===== src/rtl/fdiv_ctrl.sv =====
// fdiv_ctrl: issue/return controller for a fixed-latency FP32 divider.
// Requests are registered onto the divider inputs, a shadow pipeline tracks
// what was issued, and returning quotients land in a small result FIFO.
// req_ready is credit-based (queued + in flight < DEPTH), so the FIFO can
// never overflow. Operand bits are forwarded untouched in both directions.
module fdiv_ctrl #(
  parameter int LATENCY = 4,
  parameter int DEPTH   = 4
) (
  input  logic        clk,
  input  logic        rstn,
  input  logic        req_valid,
  output logic        req_ready,
  input  logic [31:0] req_x1,
  input  logic [31:0] req_x2,
  input  logic [4:0]  req_add,
  output logic [31:0] div_x1,
  output logic [31:0] div_x2,
  output logic        div_flag,
  output logic [4:0]  div_add,
  input  logic [31:0] div_y,
  input  logic        div_flagout,
  input  logic [4:0]  div_addout,
  output logic        wb_valid,
  input  logic        wb_ready,
  output logic [31:0] wb_data,
  output logic [4:0]  wb_add,
  output logic        err
);

  localparam int AW = (DEPTH > 1) ? $clog2(DEPTH) : 1;
  localparam int CW = $clog2(DEPTH + LATENCY + 2) + 1;
  localparam int BW = $clog2(LATENCY + 2);

  logic [31:0]             x1_q, x2_q;
  logic [4:0]              add_q;
  logic                    flag_q;
  // Stage 0 of the shadow is the div_flag/div_add register itself;
  // stages 1..LATENCY are held here, stage LATENCY lines up with div_flagout.
  logic [LATENCY:1]        sh_flag_q;
  logic [LATENCY:1][4:0]   sh_tag_q;
  logic [36:0]             mem_q [DEPTH];
  logic [AW-1:0]           wr_q, rd_q;
  logic [CW-1:0]           fcount_q, fcount_d;
  logic [CW-1:0]           inflight;
  logic [BW-1:0]           blank_q;
  logic                    err_q, rdy_en_q;
  logic                    issue, push, pop, mismatch;

  assign issue    = req_valid & req_ready;
  assign push     = sh_flag_q[LATENCY];
  assign pop      = wb_valid & wb_ready;
  assign mismatch = (div_flagout != sh_flag_q[LATENCY]) ||
                    (div_flagout && sh_flag_q[LATENCY] && (div_addout != sh_tag_q[LATENCY]));

  // Count of issued requests whose result has not yet been pushed
  always_comb begin
    inflight = CW'(flag_q);
    for (int i = 1; i <= LATENCY; i++) inflight = inflight + CW'(sh_flag_q[i]);
  end

  // rdy_en_q keeps req_ready low while reset is held
  assign req_ready = rdy_en_q && ((fcount_q + inflight) < CW'(DEPTH));
  assign fcount_d  = fcount_q + CW'(push) - CW'(pop);

  assign div_x1   = x1_q;
  assign div_x2   = x2_q;
  assign div_add  = add_q;
  assign div_flag = flag_q;
  assign wb_valid = (fcount_q != '0);
  assign wb_data  = wb_valid ? mem_q[rd_q][31:0]  : 32'h0;
  assign wb_add   = wb_valid ? mem_q[rd_q][36:32] : 5'h0;
  assign err      = err_q;

  // Divider input register: operands hold between issues, flag pulses once
  always_ff @(posedge clk or negedge rstn) begin
    if (!rstn) begin
      x1_q   <= '0;
      x2_q   <= '0;
      add_q  <= '0;
      flag_q <= 1'b0;
    end else begin
      flag_q <= issue;
      if (issue) begin
        x1_q  <= req_x1;
        x2_q  <= req_x2;
        add_q <= req_add;
      end
    end
  end

  // Shadow pipeline mirroring the divider's flag/tag path
  always_ff @(posedge clk or negedge rstn) begin
    if (!rstn) begin
      sh_flag_q <= '0;
      sh_tag_q  <= '0;
    end else begin
      sh_flag_q[1] <= flag_q;
      sh_tag_q[1]  <= add_q;
      for (int i = 2; i <= LATENCY; i++) begin
        sh_flag_q[i] <= sh_flag_q[i-1];
        sh_tag_q[i]  <= sh_tag_q[i-1];
      end
    end
  end

  // Result FIFO storage; contents are masked by wb_valid so no reset needed
  always_ff @(posedge clk) begin
    if (push) mem_q[wr_q] <= {div_addout, div_y};
  end

  // Result FIFO pointers and occupancy
  always_ff @(posedge clk or negedge rstn) begin
    if (!rstn) begin
      wr_q     <= '0;
      rd_q     <= '0;
      fcount_q <= '0;
    end else begin
      if (push) wr_q <= wr_q + AW'(1);
      if (pop)  rd_q <= rd_q + AW'(1);
      fcount_q <= fcount_d;
    end
  end

  // Sticky mismatch flag, ignored while unreset divider stages drain out
  always_ff @(posedge clk or negedge rstn) begin
    if (!rstn) begin
      blank_q  <= BW'(LATENCY + 1);
      err_q    <= 1'b0;
      rdy_en_q <= 1'b0;
    end else begin
      rdy_en_q <= 1'b1;
      if (blank_q != '0) blank_q <= blank_q - BW'(1);
      else if (mismatch) err_q   <= 1'b1;
    end
  end

endmodule


===== config.mk =====
export PLATFORM = sky130hd
export DESIGN_NAME = fdiv_ctrl
export DESIGN_NICKNAME = d
export VERILOG_FILES = /design/src/rtl/fdiv_ctrl.sv
export SDC_FILE = /design/constraint.sdc
export NUM_CORES = 1
export LEC_CHECK = 0
export CAP_MARGIN = 15
export CORE_MARGIN = 10
export CORE_UTILIZATION = 30
export CTS_BUF_LIST = sky130_fd_sc_hd__clkbuf_4
export DETAILED_ROUTE_END_ITERATION = 10
export GPL_ROUTABILITY_DRIVEN = 1
export GPL_TIMING_DRIVEN = 1
export PLACE_DENSITY = 0.55
export SLEW_MARGIN = 20
export SYNTH_ARGS = -nofsm -noshare
export SYNTH_HDL_FRONTEND = slang
export SYNTH_SLANG_ARGS = --single-unit

===== constraint.sdc =====
create_clock -name clk -period 5 [get_ports clk]
set_input_delay 1 -clock clk [delete_from_list [all_inputs] [get_ports clk]]
set_output_delay 1 -clock clk [all_outputs]
set_load 0.005 [all_outputs]

==> results.py, run 1 <==
metrics = {
    "placement": {
        "place_hpwl_um": 16300,
        "placed_cell_area_mm2": 0.0128,
        "dp.cells": 1148,
        "place_congestion": 0.762,
        "io_buffers": 220,
    },
    "clock_tree": {
        "cts.sinks": 256,
        "insertion_delay_ns": 0.65,
        "clk_pin_slew_ns": 0.06,
        "clockRootBuffer": "clkbuf_4",
        "cts_made_buffers": 71,
        "cts_resized": 0,
        "cts_buffer_depth": 3,
        "cts_tree": "done",
        "htree_levels": 3,
        "post_cts_buffers": 0,
        "postCtsHoldBufs": 0,
    },
    "yosys": {
        "syn-num-nets": 630,
        "synth.most_common_cell": "edfxtp_1",
        "synthArstFlopShare": 0.422,
        "synth_compound_area_frac": 0.00973,
        "synth_cells": 500,
        "yosysUniqueCellTypes": 33,
        "synth_top_area_frac": 0.443,
        "syn_avg_cell_area_um2": 20.1,
        "synth_edf_count": 148,
        "ys_seq_area_frac": 0.713,
        "synth_fa_ha_area_frac": 0.0259,
        "ys_top_cells_by_count": "148 x edfxtp_1, 106 x dfrtp_1, 69 x mux2_4",
        "synth_top_family_by_area": "multiplexers",
        "synth_area_leaders": "edfxtp_1 44%, dfrtp_1 26%, mux2_4 10%",
        "synthMuxAreaShare": 0.187,
        "synth_ff_type": "edfxtp_1",
        "post_synth_xor_area_fraction": 0.0113,
        "ys_warn_count": 0,
        "netlist_area_mm2": 0.0100,
        "synth.largest_area_cell": "edfxtp_1",
        "ys_ff_latch": 256,
        "synth-simple-area-share": 0.0327,
    },
    "grt": {
        "grt_first_pass_wirelength_um": 37600,
        "overflow": 0,
        "grt_usage": 0.118,
        "grt_pass1_vias": 6439,
        "grt_max_degree": 71,
        "antenna_found_initial": 3,
    },
    "worst_setup_path": {
        "cp_top_family": "adder cells",
        "path_buf_inv": 1,
        "critPathMostFrequentCell": "ha_1",
        "crit_slowest_cell": "clkdlybuf4s50_1",
        "critical_path_class": "reg2out",
        "arrival_ns": 3.34,
        "worstPathRequired_ns": 4.00,
        "setup.worst_path.start_class": "register",
        "path_cells": "fa_1 > ha_1 > ha_1 > or4_1 > nand2_1 > o211a_1 > clkdlybuf4s50_1",
        "endpoint_kind": "output port",
        "slowest_delay_ns": 0.54,
        "crit_fanout": 3,
    },
    "detailed_routing": {
        "via_per_inst": 4.32,
        "wl_um": 24300,
        "post-route-drc-count": 0,
        "drt_first_iter_violations": 178,
        "vias": 5493,
        "firstDrtPassIters": 4,
        "ant_nets": 0,
        "drt-wirelength-per-cell_um": 19.1,
    },
    "sta": {
        "drv_slew": 0,
        "tightest_slew_ns": 0.892,
        "tns_ns": 0,
        "timing.final.crit_share": 0.869,
        "max_freq_mhz": 230,
        "min_period_ns": 4.34,
        "rsz0062_at_grt": "false",
        "setup_viol": 0,
        "relSlewSlack": 0.405,
        "finalHoldViolations": 0,
        "finClkSkew_ns": 0.0591,
    },
    "finish": {
        "fin_cells": 1273,
        "layout-drive-gt1-share": 0.275,
        "syn_to_final_growth_pct": 36.2,
        "finalNetCount": 910,
        "finish.utilization": 0.417,
        "final_area_mm2": 0.0137,
    },
    "min_path": {
        "hold_class": "reg2reg",
    },
    "die": {
        "core_mm2": 0.0328,
        "die_w_um": 203,
        "die_area_mm2": 0.0412,
        "ios": 221,
        "start_util": 0.306,
        "core.rowCount": 66,
        "chipHeight_um": 203,
    },
    "power_and_ir_drop": {
        "power.total_uw": 7380,
        "ir_drop_mv": 0.236,
        "power.density_mw_per_mm2": 540,
        "p_leak_uw": 0.00542,
    },
    "run": {
        "cap_violations": 0,
    },
    "run_status": {
        "outcome": "finished, final reports clean",
    },
}
[power by group]
| group | internal (µW) | switching [µW] | leakage (µW) | total, µW |
|---|---|---|---|---|
| registers | 2680 | 331 | 0.00266 | 3010 |
| logic | 1710 | 831 | 0.00225 | 2540 |
| clock network | 984 | 848 | 0.000515 | 1830 |
| total | 5370 | 2010 | 0.00542 | 7380 |
[worst paths after layout]
kind | from | end | slack (ns) | cells after the start
max | div_flag | req_ready | 0.66 | 7
min reg2reg | sh_tag_q[4] | sh_tag_q[9] | 0.31 | 0
max reg2reg | fcount_q[3] | fcount_q[4] | 1.57 | 13
min in group asynchronous | rstn | div_x2[14] | 0.46 | 1
max in group asynchronous | rstn | sh_tag_q[12] | 3.44 | 2
min | sh_tag_q[4] | sh_tag_q[9] | 0.31 | 0
[stage by stage]
step / worst slack (ns) / hold WS (ns)
after floorplan: 1.93 / 0.331
after global placement: 1.35 / 0.332
after detailed placement: 1.30 / 0.335
after CTS: 0.536 / 0.294
after global routing: 0.457 / 0.299
final: 0.656 / 0.306
[layout by cell type, fill, tap and decap left out, drive strengths merged, types with 2 or more instances in the layout]
| cell type | instances |
|---|---|
| clkbuf | 94 |
| dfstp | 2 |
| and2 | 42 |
| buf | 7 |
| bufinv | 2 |
| a21oi | 4 |
| mux4 | 37 |
| ha | 16 |
| clkinv | 24 |
| o21ai | 2 |
| nand2 | 5 |
| edfxtp | 148 |
| dfrtp | 106 |
| mux2 | 70 |
| clkinvlp | 2 |
| inv | 20 |
| xor2 | 6 |
| clkdlybuf4s50 | 219 |
| fa | 3 |
| xnor2 | 7 |
[registers in the layout (all words and copies together), names as in the netlist]
name	count
mem_q	148
div_x1	32
div_x2	32
sh_tag_q	20
div_add	5
fcount_q	5
sh_flag_q	4
blank_q	3
rd_q	2
wr_q	2
div_flag	1
err	1
rdy_en_q	1
[area by class of cell]
type	count	area (µm²)
fillers	3006	19100
flip-flops and latches	256	7150
multi-input cells	206	2690
repair buffers	226	2310
clock buffers	94	706
well taps	442	553
clock inverters	29	175
inverters	19	71.3
diodes	1	2.50
[worst register-to-register path: stages (launching register included)]
cell      delay [ns]
dfrtp_1         0.42
inv_1           0.10
ha_1            0.14
or4b_2          0.97
and2_1          0.36
ha_1            0.28
inv_1           0.06
ha_1            0.15
inv_1           0.05
fa_1            0.40
inv_1           0.07
a21oi_1         0.06
o21bai_1        0.16
xnor2_1         0.13
[metal layers]
metal | vias to the layer above | wire length, µm | share of wire | track usage
li1 | 2467 | - | - | -
met1 | 2717 | 10100 | 0.42 | 0.139
met4 | 4 | 495 | 0.020 | 0.0501
met2 | 261 | 10500 | 0.43 | 0.173
met5 | - | 16 | 0.00066 | 0
met3 | 44 | 3150 | 0.13 | 0.0696
[kinds of logic after synthesis]
logic type               count (synthesis)
AO/OA/AOI/OAI                           12
XOR/XNOR                                13
adder cells (fa/ha/maj)                 19
buffers and inverters                   38
flip-flops                             256
multiplexers                           107
other                                    1
AND/OR/NAND/NOR                         54
No activity file was read; power rests on OpenSTA's default activity.
==> run 2: changes to the inputs <==
--- a/config.mk
+++ b/config.mk
@@ -5,6 +5,7 @@
 export SDC_FILE = /design/constraint.sdc
 export NUM_CORES = 1
 export LEC_CHECK = 0
+export ABC_CLOCK_PERIOD_IN_PS = 5000
 export CAP_MARGIN = 15
 export CORE_MARGIN = 10
 export CORE_UTILIZATION = 30
==> results of run 2 <==
Same layout as run 1: the final DEF is identical, and so are final timing and power.
==> run 3: changes to the inputs <==
--- a/config.mk
+++ b/config.mk
@@ -18,3 +18,4 @@
 export SYNTH_ARGS = -nofsm -noshare
 export SYNTH_HDL_FRONTEND = slang
 export SYNTH_SLANG_ARGS = --single-unit
+export TNS_END_PERCENT = 1
==> results of run 3 <==
Same layout as run 1: the final DEF is identical, and so are final timing and power.
